==> src/rtl/acc_cpu_ctrl_if.sv <==
// Memory and ALU bus between the accumulator CPU control unit (master)
// and its single-port RAM / combinational ALU (slave).
interface acc_cpu_ctrl_if;
    logic [7:0] mem_addr;
    logic [7:0] mem_rdata;
    logic [7:0] mem_wdata;
    logic       mem_cs;
    logic       mem_we;
    logic       mem_oe;
    logic [7:0] alu_a;
    logic [7:0] alu_b;
    logic [3:0] alu_sel;
    logic [7:0] alu_s;

    modport master (
        output mem_addr, mem_wdata, mem_cs, mem_we, mem_oe, alu_a, alu_b, alu_sel,
        input  mem_rdata, alu_s
    );

    modport slave (
        input  mem_addr, mem_wdata, mem_cs, mem_we, mem_oe, alu_a, alu_b, alu_sel,
        output mem_rdata, alu_s
    );
endinterface

==> src/rtl/acc_cpu_ctrl.sv <==
// Fetch/decode/execute sequencer for the 8-bit accumulator CPU; owns PC, IRA,
// IRB, MBR and AC and drives the synchronous RAM and the ALU operand registers.
module acc_cpu_ctrl (
    input  logic                  clk,
    input  logic                  rst_n,
    input  logic                  start,
    acc_cpu_ctrl_if.master        bus,
    output logic [7:0]            pc,
    output logic [7:0]            ac,
    output logic                  halted,
    output logic                  instr_done
);
    typedef enum logic [3:0] {
        S_IDLE, S_F1A, S_F1D, S_F2A, S_F2D, S_DEC, S_MA,
        S_MD, S_EX, S_WB, S_SW, S_PCW, S_EXEC, S_HALT
    } state_t;

    localparam logic [3:0] OP_LOAD  = 4'h1;
    localparam logic [3:0] OP_STORE = 4'h2;
    localparam logic [3:0] OP_ADD   = 4'h3;
    localparam logic [3:0] OP_SUB   = 4'h4;
    localparam logic [3:0] OP_AND   = 4'h5;
    localparam logic [3:0] OP_OR    = 4'h6;
    localparam logic [3:0] OP_HALT  = 4'h7;
    localparam logic [3:0] OP_SKIP  = 4'h8;
    localparam logic [3:0] OP_JUMP  = 4'h9;
    localparam logic [3:0] OP_CLEAR = 4'hA;
    localparam logic [3:0] OP_JUMPI = 4'hB;
    localparam logic [3:0] OP_JNS   = 4'hC;
    localparam logic [3:0] OP_NOT   = 4'hD;

    state_t     state_q, state_d;
    logic [7:0] pc_q, pc_d, ac_q, ac_d, ira_q, ira_d, irb_q, irb_d, mbr_q, mbr_d;
    logic [7:0] alu_a_q, alu_a_d, alu_b_q, alu_b_d;
    logic [3:0] alu_sel_q, alu_sel_d;
    logic [3:0] op;
    logic       skip_take;
    logic       unused_ira_bits;

    assign op              = ira_q[7:4];
    assign unused_ira_bits = ^ira_q[3:2];

    assign pc          = pc_q;
    assign ac          = ac_q;
    assign bus.alu_a   = alu_a_q;
    assign bus.alu_b   = alu_b_q;
    assign bus.alu_sel = alu_sel_q;

    // Skip condition treats AC as signed two's complement.
    always_comb begin
        case (ira_q[1:0])
            2'b00:   skip_take = ac_q[7];
            2'b01:   skip_take = (ac_q == 8'h00);
            2'b10:   skip_take = !ac_q[7] && (ac_q != 8'h00);
            default: skip_take = 1'b0;
        endcase
    end

    always_ff @(posedge clk) begin
        if (!rst_n) begin
            state_q   <= S_IDLE;
            pc_q      <= 8'h00;
            ac_q      <= 8'h00;
            ira_q     <= 8'h00;
            irb_q     <= 8'h00;
            mbr_q     <= 8'h00;
            alu_a_q   <= 8'h00;
            alu_b_q   <= 8'h00;
            alu_sel_q <= 4'h0;
        end else begin
            state_q   <= state_d;
            pc_q      <= pc_d;
            ac_q      <= ac_d;
            ira_q     <= ira_d;
            irb_q     <= irb_d;
            mbr_q     <= mbr_d;
            alu_a_q   <= alu_a_d;
            alu_b_q   <= alu_b_d;
            alu_sel_q <= alu_sel_d;
        end
    end

    always_comb begin
        state_d       = state_q;
        pc_d          = pc_q;
        ac_d          = ac_q;
        ira_d         = ira_q;
        irb_d         = irb_q;
        mbr_d         = mbr_q;
        alu_a_d       = alu_a_q;
        alu_b_d       = alu_b_q;
        alu_sel_d     = alu_sel_q;
        bus.mem_addr  = 8'h00;
        bus.mem_wdata = 8'h00;
        bus.mem_cs    = 1'b0;
        bus.mem_we    = 1'b0;
        bus.mem_oe    = 1'b0;
        halted        = 1'b0;
        instr_done    = 1'b0;

        case (state_q)
            S_IDLE: if (start) state_d = S_F1A;
            S_F1A, S_F2A: begin
                bus.mem_addr = pc_q;
                bus.mem_cs   = 1'b1;
                bus.mem_oe   = 1'b1;
                state_d      = (state_q == S_F1A) ? S_F1D : S_F2D;
            end
            S_F1D: begin
                ira_d   = bus.mem_rdata;
                pc_d    = pc_q + 8'd1;
                state_d = S_F2A;
            end
            S_F2D: begin
                irb_d   = bus.mem_rdata;
                pc_d    = pc_q + 8'd1;
                state_d = S_DEC;
            end
            S_DEC: begin
                case (op)
                    OP_LOAD, OP_ADD, OP_SUB, OP_AND, OP_OR, OP_JUMPI: state_d = S_MA;
                    OP_STORE, OP_JNS: state_d = S_SW;
                    OP_NOT:           state_d = S_EX;
                    OP_HALT: begin
                        state_d    = S_HALT;
                        instr_done = 1'b1;
                    end
                    default:          state_d = S_EXEC;
                endcase
            end
            S_MA: begin
                bus.mem_addr = irb_q;
                bus.mem_cs   = 1'b1;
                bus.mem_oe   = 1'b1;
                state_d      = S_MD;
            end
            S_MD: begin
                mbr_d = bus.mem_rdata;
                if (op == OP_JUMPI)     state_d = S_PCW;
                else if (op == OP_LOAD) state_d = S_WB;
                else                    state_d = S_EX;
            end
            // ALU mode codes for add/sub/and/or coincide with their opcodes.
            S_EX: begin
                alu_a_d   = ac_q;
                alu_b_d   = mbr_q;
                alu_sel_d = (op == OP_NOT) ? 4'hF : op;
                state_d   = S_WB;
            end
            S_WB: begin
                ac_d       = (op == OP_LOAD) ? mbr_q : bus.alu_s;
                instr_done = 1'b1;
                state_d    = S_F1A;
            end
            S_SW: begin
                bus.mem_addr  = irb_q;
                bus.mem_wdata = (op == OP_JNS) ? pc_q : ac_q;
                bus.mem_cs    = 1'b1;
                bus.mem_we    = 1'b1;
                if (op == OP_JNS) begin
                    state_d = S_PCW;
                end else begin
                    instr_done = 1'b1;
                    state_d    = S_F1A;
                end
            end
            S_PCW: begin
                pc_d       = (op == OP_JNS) ? irb_q + 8'd1 : mbr_q;
                instr_done = 1'b1;
                state_d    = S_F1A;
            end
            S_EXEC: begin
                case (op)
                    OP_SKIP:  if (skip_take) pc_d = pc_q + 8'd2;
                    OP_JUMP:  pc_d = irb_q;
                    OP_CLEAR: ac_d = 8'h00;
                    default:  ;
                endcase
                instr_done = 1'b1;
                state_d    = S_F1A;
            end
            S_HALT:  halted  = 1'b1;
            default: state_d = S_IDLE;
        endcase
    end
endmodule

==> src/flat_wrapper.sv <==
// flat-port wrapper written by rule: the top's interface ports become plain ports
module acc_cpu_ctrl_flat 
  (clk, rst_n, start, pc, ac, halted, instr_done, bus_mem_addr, bus_mem_wdata, bus_mem_cs, bus_mem_we, bus_mem_oe, bus_alu_a, bus_alu_b, bus_alu_sel, bus_mem_rdata, bus_alu_s);
  acc_cpu_ctrl_if bus_i ();
  input  logic clk;
  input  logic rst_n;
  input  logic start;
  output logic [7:0] pc;
  output logic [7:0] ac;
  output logic halted;
  output logic instr_done;
  output wire logic [$bits(bus_i.mem_addr)-1:0] bus_mem_addr;
  output wire logic [$bits(bus_i.mem_wdata)-1:0] bus_mem_wdata;
  output wire logic [$bits(bus_i.mem_cs)-1:0] bus_mem_cs;
  output wire logic [$bits(bus_i.mem_we)-1:0] bus_mem_we;
  output wire logic [$bits(bus_i.mem_oe)-1:0] bus_mem_oe;
  output wire logic [$bits(bus_i.alu_a)-1:0] bus_alu_a;
  output wire logic [$bits(bus_i.alu_b)-1:0] bus_alu_b;
  output wire logic [$bits(bus_i.alu_sel)-1:0] bus_alu_sel;
  input wire logic [$bits(bus_i.mem_rdata)-1:0] bus_mem_rdata;
  input wire logic [$bits(bus_i.alu_s)-1:0] bus_alu_s;
  assign bus_mem_addr = bus_i.mem_addr;
  assign bus_mem_wdata = bus_i.mem_wdata;
  assign bus_mem_cs = bus_i.mem_cs;
  assign bus_mem_we = bus_i.mem_we;
  assign bus_mem_oe = bus_i.mem_oe;
  assign bus_alu_a = bus_i.alu_a;
  assign bus_alu_b = bus_i.alu_b;
  assign bus_alu_sel = bus_i.alu_sel;
  assign bus_i.mem_rdata = bus_mem_rdata;
  assign bus_i.alu_s = bus_alu_s;
  acc_cpu_ctrl u_core (.clk(clk), .rst_n(rst_n), .start(start), .bus(bus_i), .pc(pc), .ac(ac), .halted(halted), .instr_done(instr_done));
endmodule
==> config.mk <==
export PLATFORM = sky130hd
export DESIGN_NAME = acc_cpu_ctrl_flat
export DESIGN_NICKNAME = d
export VERILOG_FILES = /design/src/rtl/acc_cpu_ctrl_if.sv /design/src/rtl/acc_cpu_ctrl.sv /design/src/flat_wrapper.sv
export SDC_FILE = /design/constraint.sdc
export NUM_CORES = 1
export LEC_CHECK = 0
export ABC_AREA = 1
export CAP_MARGIN = 20
export CORE_AREA = 5 5 128 69
export DETAILED_ROUTE_END_ITERATION = 10
export DIE_AREA = 0 0 133 74
export PLACE_DENSITY_LB_ADDON = 0.12
export SETUP_SLACK_MARGIN = 0.3
export SYNTH_ARGS = -nofsm -noshare
export SYNTH_HDL_FRONTEND = slang
export SYNTH_SLANG_ARGS = --single-unit
==> constraint.sdc <==
create_clock -name clk -period 1.46 [get_ports clk]
set_input_delay 0.438 -clock clk [delete_from_list [all_inputs] [get_ports clk]]
set_output_delay 0.438 -clock clk [all_outputs]
set_load 0.1 [all_outputs]
==> results.md, run 1 <==
- Synth Cell Area: 0.00339 mm²
- Buffers added on ports: 75
- Die width: 133 µm
- Failed at: global routing (5_1_grt)
- Post-GRT worst EP: instr_done
- Distinct cells, synth: 29
- H-tree levels: 3
- Clk buf depth: 2
- Syn_area_per_cell: 6.51 µm²
- Die height: 74 µm
- Seq cells post-synth: 62
- Status: stopped before the end
- Rows: 23
- Cell taking the most area after synthesis: dfxtp_1
- Classification of the worst endpoint: primary output
- CTS root buf: clkbuf_16
- Initial Utilization: 44.1%
- Register area share after synthesis: 36.6%
- Placer Congestion: 1.02
- Largest net degree at the start of global routing: 18
- Yosys top cell area share: 36.6%
- Placed Area: 0.00589 mm²
- Clk sink count: 62
- IO Pins: 76
- Syn. warnings: 0
- DPL Wire Length: 11800 µm
- First error: [ERROR DPL-0038] Utilization greater than 100%, impossible to legalize
- Post-Syn Instances: 520
- Post-synth net total: 542
- Synth top area cells: dfxtp_1 (37%), nand2_1 (12%), a21oi_1 (8.6%)
- Hold_buf cts: 0
- Num CTS Buffers: 9
==> Yosys cell counts <==
cell	n
inv_1	60
o22ai_1	16
o21bai_1	1
a22oi_1	2
nand2_4	2
nor2_2	5
xnor2_1	1
a21oi_1	58
nand4_1	12
inv_2	2
clkinv_1	1
nand3_1	39
a41oi_1	1
xor2_1	2
nor3_1	3
nand2_1	107
a31oi_1	1
ha_1	3
a21oi_4	2
o211ai_1	8
mux2_2	1
nor2_1	59
o21ai_1	1
buf_2	2
o21ai_0	52
clkbuf_1	14
nand2_2	2
dfxtp_1	62
nor2_4	1
==> metrics by stage <==
step / util (%) / worst slack (ns) / cells
2_1_floorplan: - / -1.14 / 520
3_3_place_gp: 76.6 / -0.407 / 761
3_5_place_dp: 76.6 / -0.463 / 761
4_1_cts: 90.7 / -0.623 / 808
==> repair_timing <==
action                                 4_1_cts
gates cloned                                 9
buffers inserted                            22
setup endpoints to repair                  119
endpoints found under the hold margin        0
pin swaps                                   27
gates resized for setup                    123
==> cells by family after synthesis <==
family	count (synthesis)	share of synthesized area (%)
AO/OA/AOI/OAI	142	23.2
adder cells (fa/ha/maj)	3	1.11
flip-flops	62	36.6
AND/OR/NAND/NOR	230	29.1
buffers and inverters	79	8.83
multiplexers	1	0.332
XOR/XNOR	3	0.776
==> inputs of run 2 (changes only) <==
--- a/config.mk
+++ b/config.mk
@@ -7,11 +7,10 @@
 export LEC_CHECK = 0
 export ABC_AREA = 1
 export CAP_MARGIN = 20
-export CORE_AREA = 5 5 128 69
+export CORE_AREA = 5 5 99 101
 export DETAILED_ROUTE_END_ITERATION = 10
-export DIE_AREA = 0 0 133 74
-export PLACE_DENSITY_LB_ADDON = 0.12
-export SETUP_SLACK_MARGIN = 0.3
+export DIE_AREA = 0 0 104 106
+export PLACE_DENSITY_LB_ADDON = 0.15
 export SYNTH_ARGS = -nofsm -noshare
 export SYNTH_HDL_FRONTEND = slang
 export SYNTH_SLANG_ARGS = --single-unit
==> constraint.sdc (replaced) <==
create_clock -name clk -period 1.9 [get_ports clk]
set_input_delay 0.57 -clock clk [delete_from_list [all_inputs] [get_ports clk]]
set_output_delay 0.57 -clock clk [all_outputs]
set_load 0.1 [all_outputs]
==> results.md, run 2 <==
- Synth Cell Area: 0.00339 mm² (unchanged)
- CP Data Required Time: 1.33 ns
- Worst Path Buf+Inv: 4
- Synth top area cells: dfxtp_1 (37%), nand2_1 (12%), a21oi_1 (8.6%)
- Failing checks: negative setup slack
- Top Family by Delay on Critical Path: buffers and inverters
- Num CTS Buffers: 9 (unchanged)
- Hold_buf cts: 0 (unchanged)
- Inserted Diodes: 0
- Die height: 106 µm (+43%)
- Layout cells sized above 1: 30.4%
- Startpoint type of the worst setup path: flop
- Clk pin slew, worst setup/hold paths: 0.07 ns
- Highest routed layer: met4
- Core Region: 0.00893 mm²
- WS Path Type: reg -> out
- Clk buf depth: 2 (unchanged)
- RSZ-0062 raised after global routing: true
- Detailed-route wire length per cell: 16.0 µm
- Commonest cells post-synth: nand2_1 (107), dfxtp_1 (62), inv_1 (60), nor2_1 (59), a21oi_1 (58)
- DRC: 0
- Leakage power: 2.26 nW
- Max-Cap Viols: 0
- Final Util: 65.4%
- Hold Path Class: reg -> reg
- Tot Pwr: 6.76 mW
- CP Data Arrival Time: 1.63 ns
- First-pass GRT wire length: 19700 µm
- Final nets: 658
- Post-synth net total: 542 (unchanged)
- CTS tree: built
- Count leader, synth: nand2_1
- FF-to-FF Start: u_core.state_q[0]$_SDFFE_PN0P_
- DR vias: 3962
- Antenna violations before repair: 0
- Placer Congestion: 0.906 (-11%)
- Actual slew at the worst max-slew pin: 0.528 ns
- Maximum vdd drop: 538 µV
- Seq cells post-synth: 62 (unchanged)
- Final WS setup: -0.305 ns
- Syn_area_per_cell: 6.51 µm² (unchanged)
- Vias in the first global route: 3869
- Yosys top cell area share: 36.6% (unchanged)
- Grt ovf: 0
- Met2 wire len: 5850 µm
- Hold path depth: 2
- Placed Area: 0.00536 mm² (-8.9%)
- Post-Syn Instances: 520 (unchanged)
- Critical Path Sink Type: output port
- Die ar.: 0.0110 mm²
- Period utilization: 116%
- Crit-path cells: inv_2 -> nor2_4 -> inv_2 -> nor2_4 -> buf_12 -> nand2_8 -> o22ai_4 -> buf_12
- Avg Vias per Cell: 5.27
- Critical path's slowest cell: dfxtp_2
- Area grow syn2layout: 72.5%
- First-pass detailed-route iteration total: 5
- Worst Skew: 0.00855 ns
- Buffers added on ports: 75 (unchanged)
- Total Routed Length: 12100 µm
- Largest net degree at the start of global routing: 40
- Crit Path Max Fanout: 5
- Fin crit period: 2.20 ns
- Hold Path End: u_core.ac[5]$_SDFFE_PN0P_
- Worst slew margin: 64.8%
- Die width: 104 µm (-22%)
- CTS root buf: clkbuf_8
- Most frequent cells in the layout: nand2_1 (98), buf_12 (60), a21oi_1 (58), inv_1 (55), o21ai_0 (52)
- Register area share after synthesis: 36.6% (unchanged)
- Status: finished, violations left
- Max-slew violation count: 0
- Met3 wire length: 767 µm
- Fill cells: 766
- Worst Min Path Start: u_core.ac[5]$_SDFFE_PN0P_
- Final setup viols: 21
- Reg2Reg Depth: 8
- Synth async-reset ratio: 0% (unchanged)
- DPL Wire Length: 9430 µm (-20%)
- TNS Setup: -5.08 ns
- Syn. warnings: 0 (unchanged)
- Fmax: 454 MHz
- Post-synth EDFFs: 0 (unchanged)
- FF-to-FF End: u_core.bus.alu_sel[1]$_SDFFE_PN0P_
- Clk sink count: 62 (unchanged)
- IO Pins: 76 (unchanged)
- DRT met1 WL: 5170 µm
- Cell taking the most area after synthesis: dfxtp_1
- Fin area: 0.00584 mm²
- R2r setup slk: 0.13 ns
- Fin. Hold Viols: 0
- H-tree levels: 3 (unchanged)
- Distinct cells, synth: 29 (unchanged)
- Top FF cell, synth: dfxtp_1
- Slowest stage delay, CP: 0.34 ns
- Clock latency on the worst-skew pair: 0.34 ns
- Commonest non-fill, non-tap cell in the layout: nand2_1
- Rows: 35 (+52%)
- Initial Utilization: 37.9% (-6.2 points)
- 1st-iter DRT viols: 208
- GRT Util Overall: 22.1%
- ANT nets after route: 0
- Pwr/cell area: 1160 mW/mm²
[run 2: metal layers]
metal | vias to the layer above | global-route usage, %
met5 | - | 0
met3 | 25 | 5.22
met2 | 134 | 36.9
met1 | 1830 | 28.3
met4 | 0 | 6.85
li1 | 1973 | -
[run 2: worst min-delay path, cell delays in order (launching register included)]
cell and delay (ns):
dfxtp_2 0.34, nand2_1 0.06, a21oi_1 0.05
[run 2: where the power goes]
group	switching (mW)	internal [mW]	total (mW)
registers	0.248	1.51	1.76
logic	2.32	1.33	3.65
clock network	0.569	0.783	1.35
total	3.14	3.62	6.76
[run 2: logic make-up (layout without fill, tap and decap cells)]
kind of cell | Yosys count | count (layout) | synth area share, %
mux | 1 | 1 | 0.332
flops | 62 | 62 | 36.6
xor+xnor | 3 | 3 | 0.776
fa+ha+maj | 3 | 3 | 1.11
buf+inv | 79 | 199 | 8.83
compound gates | 142 | 142 | 23.2
simple gates | 230 | 231 | 29.1
[run 2: cell type report]
cell class / instances / area (µm²) / share of cell area [%]
Inverter: 63 / 239 / 4.09
Clock inverter: 6 / 93.8 / 1.61
Multi-Input combinational cell: 380 / 2230 / 38.2
Timing Repair Buffer: 120 / 1730 / 29.6
Clock buffer: 10 / 138 / 2.36
Sequential cell: 62 / 1270 / 21.8
Tap cell: 111 / 139 / 2.38
[run 2: stage by stage]
stage,std cells,setup slack (ns),hold WS [ns]
after floorplan,520,-0.836,0.461
after global placement,724,0.0235,0.484
after detailed placement,724,-0.0476,0.483
after CTS,746,-0.300,0.495
after global routing,752,-0.371,0.526
final,752,-0.305,0.494
[run 2: timing repair]
item | 4_1_cts | 5_1_grt
pin swaps | 8 | 7
endpoints found under the setup margin | 21 | 28
buffers inserted | 4 | 6
cloned | 2 | 0
gates resized for setup | 24 | 15
[run 2: worst max path at each step]
stage | depth (start not counted) | slack, ns | start | endpoint
after floorplan | 6 | -0.84 | u_core.state_q[1]$_SDFFE_PN0P_ | instr_done
after global placement | 7 | 0.02 | u_core.state_q[1]$_SDFFE_PN0P_ | bus_mem_wdata[0]
after detailed placement | 7 | -0.05 | u_core.state_q[0]$_SDFFE_PN0P_ | instr_done
after CTS | 8 | -0.30 | u_core.state_q[1]$_SDFFE_PN0P_ | bus_mem_wdata[6]
after global routing | 8 | -0.37 | u_core.state_q[1]$_SDFFE_PN0P_ | bus_mem_wdata[4]
final | 8 | -0.30 | u_core.state_q[1]$_SDFFE_PN0P_ | bus_mem_wdata[2]
Note: power is estimated with default switching activity, not from simulation.
==> inputs of run 3 (changes only) <==
--- a/config.mk
+++ b/config.mk
@@ -7,9 +7,9 @@
 export LEC_CHECK = 0
 export ABC_AREA = 1
 export CAP_MARGIN = 20
-export CORE_AREA = 5 5 99 101
+export CORE_AREA = 5 5 93 95
 export DETAILED_ROUTE_END_ITERATION = 10
-export DIE_AREA = 0 0 104 106
+export DIE_AREA = 0 0 98 100
 export PLACE_DENSITY_LB_ADDON = 0.15
 export SYNTH_ARGS = -nofsm -noshare
 export SYNTH_HDL_FRONTEND = slang
==> results.md, run 3 (synthesis results as in run 2) <==
- DR vias: 4063 (+2.5%)
- Pwr/cell area: 1150 mW/mm² (-0.18%)
- GRT busiest layer: met2
- FF-to-FF End: u_core.pc[3]$_SDFFE_PN0P_
- Pre-CTS WS: -0.0515 ns (-0.00383 ns)
- Max-Cap Viols: 0 (unchanged)
- WS Path Type: reg -> out
- Initial Utilization: 44.3% (+6.4 points)
- Avg Vias per Cell: 5.46 (+3.7%)
- Met2 GRT Util: 43.5% (+6.6 points)
- Antenna violations before repair: 0 (unchanged)
- Clock latency on the worst-skew pair: 0.35 ns (about the same)
- Buffers added on ports: 75 (unchanged)
- Critical path's slowest cell: dfxtp_2
- CP Data Required Time: 1.33 ns (about the same)
- Final Util: 76.1% (+11 points)
- Clk sink count: 62 (unchanged)
- CP Data Arrival Time: 1.63 ns (about the same)
- Area grow syn2layout: 71.8%
- R2r setup slk: 0.13 ns (about the same)
- Area of the multi-input gates: 0.00221 mm² (-0.84%)
- Core Region: 0.00765 mm² (-14%)
- Total Routed Length: 12400 µm (+2.8%)
- H-tree levels: 3 (unchanged)
- Actual slew at the worst max-slew pin: 0.608 ns (+0.0798 ns)
- Crit Path Max Fanout: 4 (-1)
- Hold_buf cts: 0 (unchanged)
- Grt ovf: 0 (unchanged)
- Hold Path Class: reg -> reg
- Largest net degree at the start of global routing: 34 (-15%)
- Crit path launch: u_core.state_q[2]$_SDFFE_PN0P_
- CTS root buf: clkbuf_8
- Top Family by Delay on Critical Path: buffers and inverters
- Maximum vdd drop: 624 µV (+16%)
- DRC: 0 (unchanged)
- Seq. cell area: 0.00127 mm² (-0.20%)
- Worst Skew: 0.0107 ns (+0.00211 ns)
- First-pass GRT wire length: 20100 µm (+1.7%)
- Most frequent cells in the layout: nand2_1 (98), buf_12 (61), a21oi_1 (58), inv_1 (55), o21ai_0 (52)
- Max-slew violation count: 0 (unchanged)
- Clk buf depth: 2 (unchanged)
- 1st-iter DRT viols: 267 (+28%)
- Startpoint type of the worst setup path: flop
- Reg2Reg Depth: 10 (+2)
- FF-to-FF Start: u_core.ira_q[6]$_SDFFE_PN0P_
- GRT Util Overall: 25.5% (+3.4 points)
- Hold Path End: u_core.ac[1]$_SDFFE_PN0P_
- Rows: 32 (-8.6%)
- Final WS setup: -0.300 ns (+0.00493 ns)
- Die width: 98 µm (-5.8%)
- Die ar.: 0.00980 mm² (-11%)
- CTS tree: built
- First-pass detailed-route iteration total: 6 (+1)
- Worst slew margin: 59.5% (-5.3 points)
- Final setup viols: 21 (unchanged)
- Placer Congestion: 0.929 (+2.5%)
- Leakage power: 2.26 nW (+0.23%)
- RSZ-0062 raised after global routing: true
- Final nets: 659 (+0.15%)
- Slowest stage delay, CP: 0.33 ns (about the same)
- GR Util met3: 5.35% (+0.13 points)
- Die height: 100 µm (-5.7%)
- CP dominant cell by count: buf_12
- IO Pins: 76 (unchanged)
- Fin crit period: 2.20 ns (-0.00493 ns)
- Status: finished, violations left
- Num CTS Buffers: 9 (unchanged)
- Layout cells sized above 1: 30.5% (+0.11 points)
- ANT nets after route: 0 (unchanged)
- Met1 Use GR: 32.3% (+4.0 points)
- DPL Wire Length: 9540 µm (+1.1%)
- Fill cells: 567 (-26%)
- Detailed-route wire length per cell: 16.7 µm (+3.9%)
- Crit-path cells: inv_2 -> nand2_2 -> nor2_4 -> buf_12 -> nand2_4 -> o22ai_4 -> buf_12
- Vias in the first global route: 3943 (+1.9%)
- Critical Path Sink Type: output port
- Failing checks: negative setup slack
- Fin. Hold Viols: 0 (unchanged)
- Fmax: 455 MHz (+0.22%)
- Worst Min Path Start: u_core.ac[1]$_SDFFE_PN0P_
- Clk pin slew, worst setup/hold paths: 0.08 ns (about the same)
- Worst Path Buf+Inv: 3 (-1)
- Hold path depth: 2 (unchanged)
- Inserted Diodes: 0 (unchanged)
- Commonest non-fill, non-tap cell in the layout: nand2_1
- Period utilization: 116% (-0.26 points)
run 3: cell count changes in the layout (fill, tap and decap cells not counted):
cell	change
buf_12	+1
clkbuf_8	-1
inv_4	-1
dfxtp_4	-1
nor2_4	-1
nand2_2	+1
inv_2	+1
nand2_8	-1
dfxtp_2	+1
clkinv_2	+1
clkinvlp_4	+1
clkinv_4	-1
nor2_2	+1
run 3: worst max path at each step:
stage                       end  cells past startpoint
2_1_floorplan        instr_done                      6
3_3_place_gp   bus_mem_wdata[0]                      6
3_5_place_dp   bus_mem_wdata[0]                      6
4_1_cts        bus_mem_wdata[0]                      7
5_1_grt        bus_mem_wdata[7]                      8
6_report       bus_mem_wdata[4]                      7
run 3: tightest hold or removal path, cell delays in order, from the launching register on:
cell and delay, ns:
dfxtp_2 0.34, nand2_1 0.06, a21oi_1 0.05
run 3: through the flow:
stage | cells | TNS [ns] | power, mW | hold slack [ns] | instance area, µm²
final | 744 | -5.07 | 6.72 | 0.495 | 5820
after global routing | 744 | -6.32 | 7.03 | 0.508 | 5820
after CTS | 741 | -5.43 | 6.67 | 0.493 | 5760
after detailed placement | 718 | -0.232 | 5.26 | 0.483 | 5390
after global placement | 718 | -0.000632 | 5.22 | 0.480 | 5390
after floorplan | 520 | -11.12 | 3.97 | 0.461 | 3690
run 3: power by group:
part / leakage (nW) / internal, mW / total [mW] / switching, mW
logic: 1.65 / 1.31 / 3.66 / 2.35
registers: 0.511 / 1.51 / 1.74 / 0.230
clock network: 0.106 / 0.743 / 1.32 / 0.579
run 3: repair_timing:
action	CTS	global route
cloned	2	0
buffers inserted	5	3
resized for setup	20	14
pin swaps	5	4
setup endpoints to repair	21	28
run 3: final cells by class:
type / instances / share of cell area (%)
inverters: 63 / 4.06
well taps: 102 / 2.19
multi-input cells: 380 / 38.1
clock inverters: 7 / 1.68
repair buffers: 121 / 30.1
flip-flops and latches: 62 / 21.8
clock buffers: 9 / 2.13
run 3: metal layers:
metal | share of wire [%] | up-vias | routed length [µm]
met5 | 0 | - | 0
met3 | 6.6 | 31 | 814
met1 | 43 | 1884 | 5280
li1 | - | 1983 | -
met2 | 49 | 165 | 6020
met4 | 2.3 | 0 | 282
==> inputs of run 4 (changes only) <==
==> constraint.sdc (replaced) <==
create_clock -name clk -period 2.22 [get_ports clk]
set_input_delay 0.666 -clock clk [delete_from_list [all_inputs] [get_ports clk]]
set_output_delay 0.666 -clock clk [all_outputs]
set_load 0.1 [all_outputs]
==> results.md, run 4 (synthesis results as in run 2) <==
- CTS tree: built
- Commonest non-fill, non-tap cell in the layout: nand2_1
- Most frequent cells in the layout: nand2_1 (102), a21oi_1 (58), inv_1 (56), nor2_1 (53), o21ai_0 (52)
- Antenna violations before repair: 0 (unchanged)
- Core Region: 0.00765 mm² (unchanged)
- Detailed-route wire length per cell: 16.7 µm (+0.38%)
- Crit Path Max Fanout: 5 (+1)
- H-tree levels: 3 (unchanged)
- DR vias: 3923 (-3.4%)
- Failing checks: negative setup slack
- Final WS setup: -0.107 ns (+0.193 ns)
- Total Routed Length: 12000 µm (-2.9%)
- Leakage power: 2.05 nW (-9.5%)
- Fill cells: 645 (+14%)
- Placed Area: 0.00482 mm² (-11%)
- Die ar.: 0.00980 mm² (unchanged)
- Hold path depth: 2 (unchanged)
- R2r setup slk: 0.39 ns (+0.26 ns)
- Maximum vdd drop: 507 µV (-19%)
- Fin. Hold Viols: 0 (unchanged)
- Crit-path cells: inv_4 -> nor2_4 -> inv_2 -> nor2_4 -> buf_12 -> nand2_8 -> o22ai_4 -> buf_12
- IO Pins: 76 (unchanged)
- Period utilization: 105%
- Pre-CTS WS: 0.0707 ns (+0.122 ns)
- WS Path Type: reg -> out
- GRT Util Overall: 24.8% (-0.71 points)
- RSZ-0062 raised after global routing: true
- Reg2Reg Depth: 9 (-1)
- Actual slew at the worst max-slew pin: 0.531 ns (-0.0763 ns)
- Buffers added on ports: 75 (unchanged)
- Critical Path Sink Type: output port
- Hold Path End: u_core.ac[1]$_SDFFE_PN0P_
- Final setup viols: 17 (-19%)
- Rows: 32 (unchanged)
- Final Util: 68.4% (-7.6 points)
- Avg Vias per Cell: 5.45 (-0.23%)
- Max-slew violation count: 0 (unchanged)
- Slowest stage delay, CP: 0.38 ns (+0.05 ns)
- ANT nets after route: 0 (unchanged)
- Fin crit period: 2.33 ns
- DPL Wire Length: 8940 µm (-6.3%)
- Max-Cap Viols: 0 (unchanged)
- DRC: 0 (unchanged)
- Placer Congestion: 0.944 (+1.7%)
- Worst slew margin: 64.5% (+5.1 points)
- Final nets: 635 (-3.6%)
- Num CTS Buffers: 9 (unchanged)
- Vias in the first global route: 3845 (-2.5%)
- First-pass GRT wire length: 19400 µm (-3.5%)
- Die width: 98 µm (unchanged)
- Clock latency on the worst-skew pair: 0.36 ns (about the same)
- Largest net degree at the start of global routing: 31 (-8.8%)
- Worst Skew: 0.0114 ns (+0.000756 ns)
- Grt ovf: 0 (unchanged)
- Final Hold Slack: 0.487 ns (-0.00804 ns)
- FF-to-FF End: u_core.pc[4]$_SDFFE_PN0P_
- Worst Min Path Start: u_core.ac[1]$_SDFFE_PN0P_
- Pwr/cell area: 1050 mW/mm² (-9.3%)
- Fin area: 0.00523 mm² (-10%)
- Clk pin slew, worst setup/hold paths: 0.07 ns (about the same)
- Fmax: 430 MHz
- Inserted Diodes: 0 (unchanged)
- CP Data Arrival Time: 1.66 ns (+0.03 ns)
- Status: finished, violations left
- First-pass detailed-route iteration total: 5 (-1)
- CTS root buf: clkbuf_8
- Layout cells sized above 1: 25.1% (-5.4 points)
- 1st-iter DRT viols: 232 (-13%)
- Clk buf depth: 2 (unchanged)
- Startpoint type of the worst setup path: flop
- Initial Utilization: 44.3% (unchanged)
- Clk sink count: 62 (unchanged)
- Hold_buf cts: 0 (unchanged)
- FF-to-FF Start: u_core.state_q[1]$_SDFFE_PN0P_
- CP Data Required Time: 1.55 ns (+0.22 ns)
- Die height: 100 µm (unchanged)
- Hold Path Class: reg -> reg
- Critical path's slowest cell: dfxtp_4
- Area grow syn2layout: 54.5%
-- run 4: changes by cell type in the layout (fill, tap and decap cells not counted), moves of 3 or more --
cell,delta
buf_12,-29
dfxtp_2,-10
buf_4,+8
dfxtp_1,+7
nand2_1,+4
nor2_1,+4
buf_6,-3
dfxtp_4,+3
inv_2,-3
nand2_2,-3
-- run 4: repair_timing --
action | CTS | global route
gates resized for setup | 24 | 5
buffers inserted | 6 | 1
gates cloned | 2 | 0
endpoints found under the setup margin | 19 | 18
pin swaps | 6 | 2
-- run 4: worst max path at each step --
stage / end / startpoint / slack [ns]
after CTS: instr_done / u_core.state_q[1]$_SDFFE_PN0P_ / -0.1
after global placement: bus_mem_wdata[0] / u_core.state_q[1]$_SDFFE_PN0P_ / 0.12
after floorplan: instr_done / u_core.state_q[1]$_SDFFE_PN0P_ / -0.61
after detailed placement: bus_mem_wdata[0] / u_core.state_q[1]$_SDFFE_PN0P_ / 0.07
final: bus_mem_wdata[7] / u_core.state_q[1]$_SDFFE_PN0P_ / -0.11
after global routing: bus_mem_wdata[0] / u_core.state_q[1]$_SDFFE_PN0P_ / -0.17
-- run 4: critical path: cells and delay by family, from the launching register on --
family	cells	cell delay [ns]
AOI/OAI and AO/OA	1	0.18
DFF	1	0.38
and+or+nand+nor	3	0.28
buffers and inverters	4	0.45
-- run 4: cell type report --
| class | instances | area, µm² | share of cell area (%) |
|---|---|---|---|
| flip-flops and latches | 62 | 1270 | 24.2 |
| well taps | 102 | 128 | 2.44 |
| clock inverters | 6 | 86.3 | 1.65 |
| multi-input cells | 380 | 2190 | 41.8 |
| inverters | 63 | 241 | 4.61 |
| clock buffers | 10 | 128 | 2.44 |
| repair buffers | 97 | 1190 | 22.8 |
-- run 4: through the flow --
step | TNS (ns) | power (mW) | cells
3_5_place_dp | 0 | 4.24 | 695
4_1_cts | -1.13 | 5.46 | 719
6_report | -1.22 | 5.48 | 720
3_3_place_gp | 0 | 4.20 | 695
2_1_floorplan | -7.10 | 3.39 | 520
5_1_grt | -2.51 | 5.74 | 720
-- run 4: per-layer routing --
layer  routed length, µm  vias up  global-route usage, %  share of wire [%]
met5                   0        -                      0                  0
met4                 248        0                   10.5                2.1
met3                 818       20                   5.49                6.8
met2                5740      154                   41.1                 48
met1                5240     1818                   31.2                 43
li1                    -     1931                      -                  -
-- run 4: where the power goes --
part           switching [mW]  leakage, nW  internal [mW]  total, mW
clock                   0.491        0.106          0.630       1.12
sequential              0.260        0.508           1.30       1.56
combinational            1.89         1.44          0.911       2.80
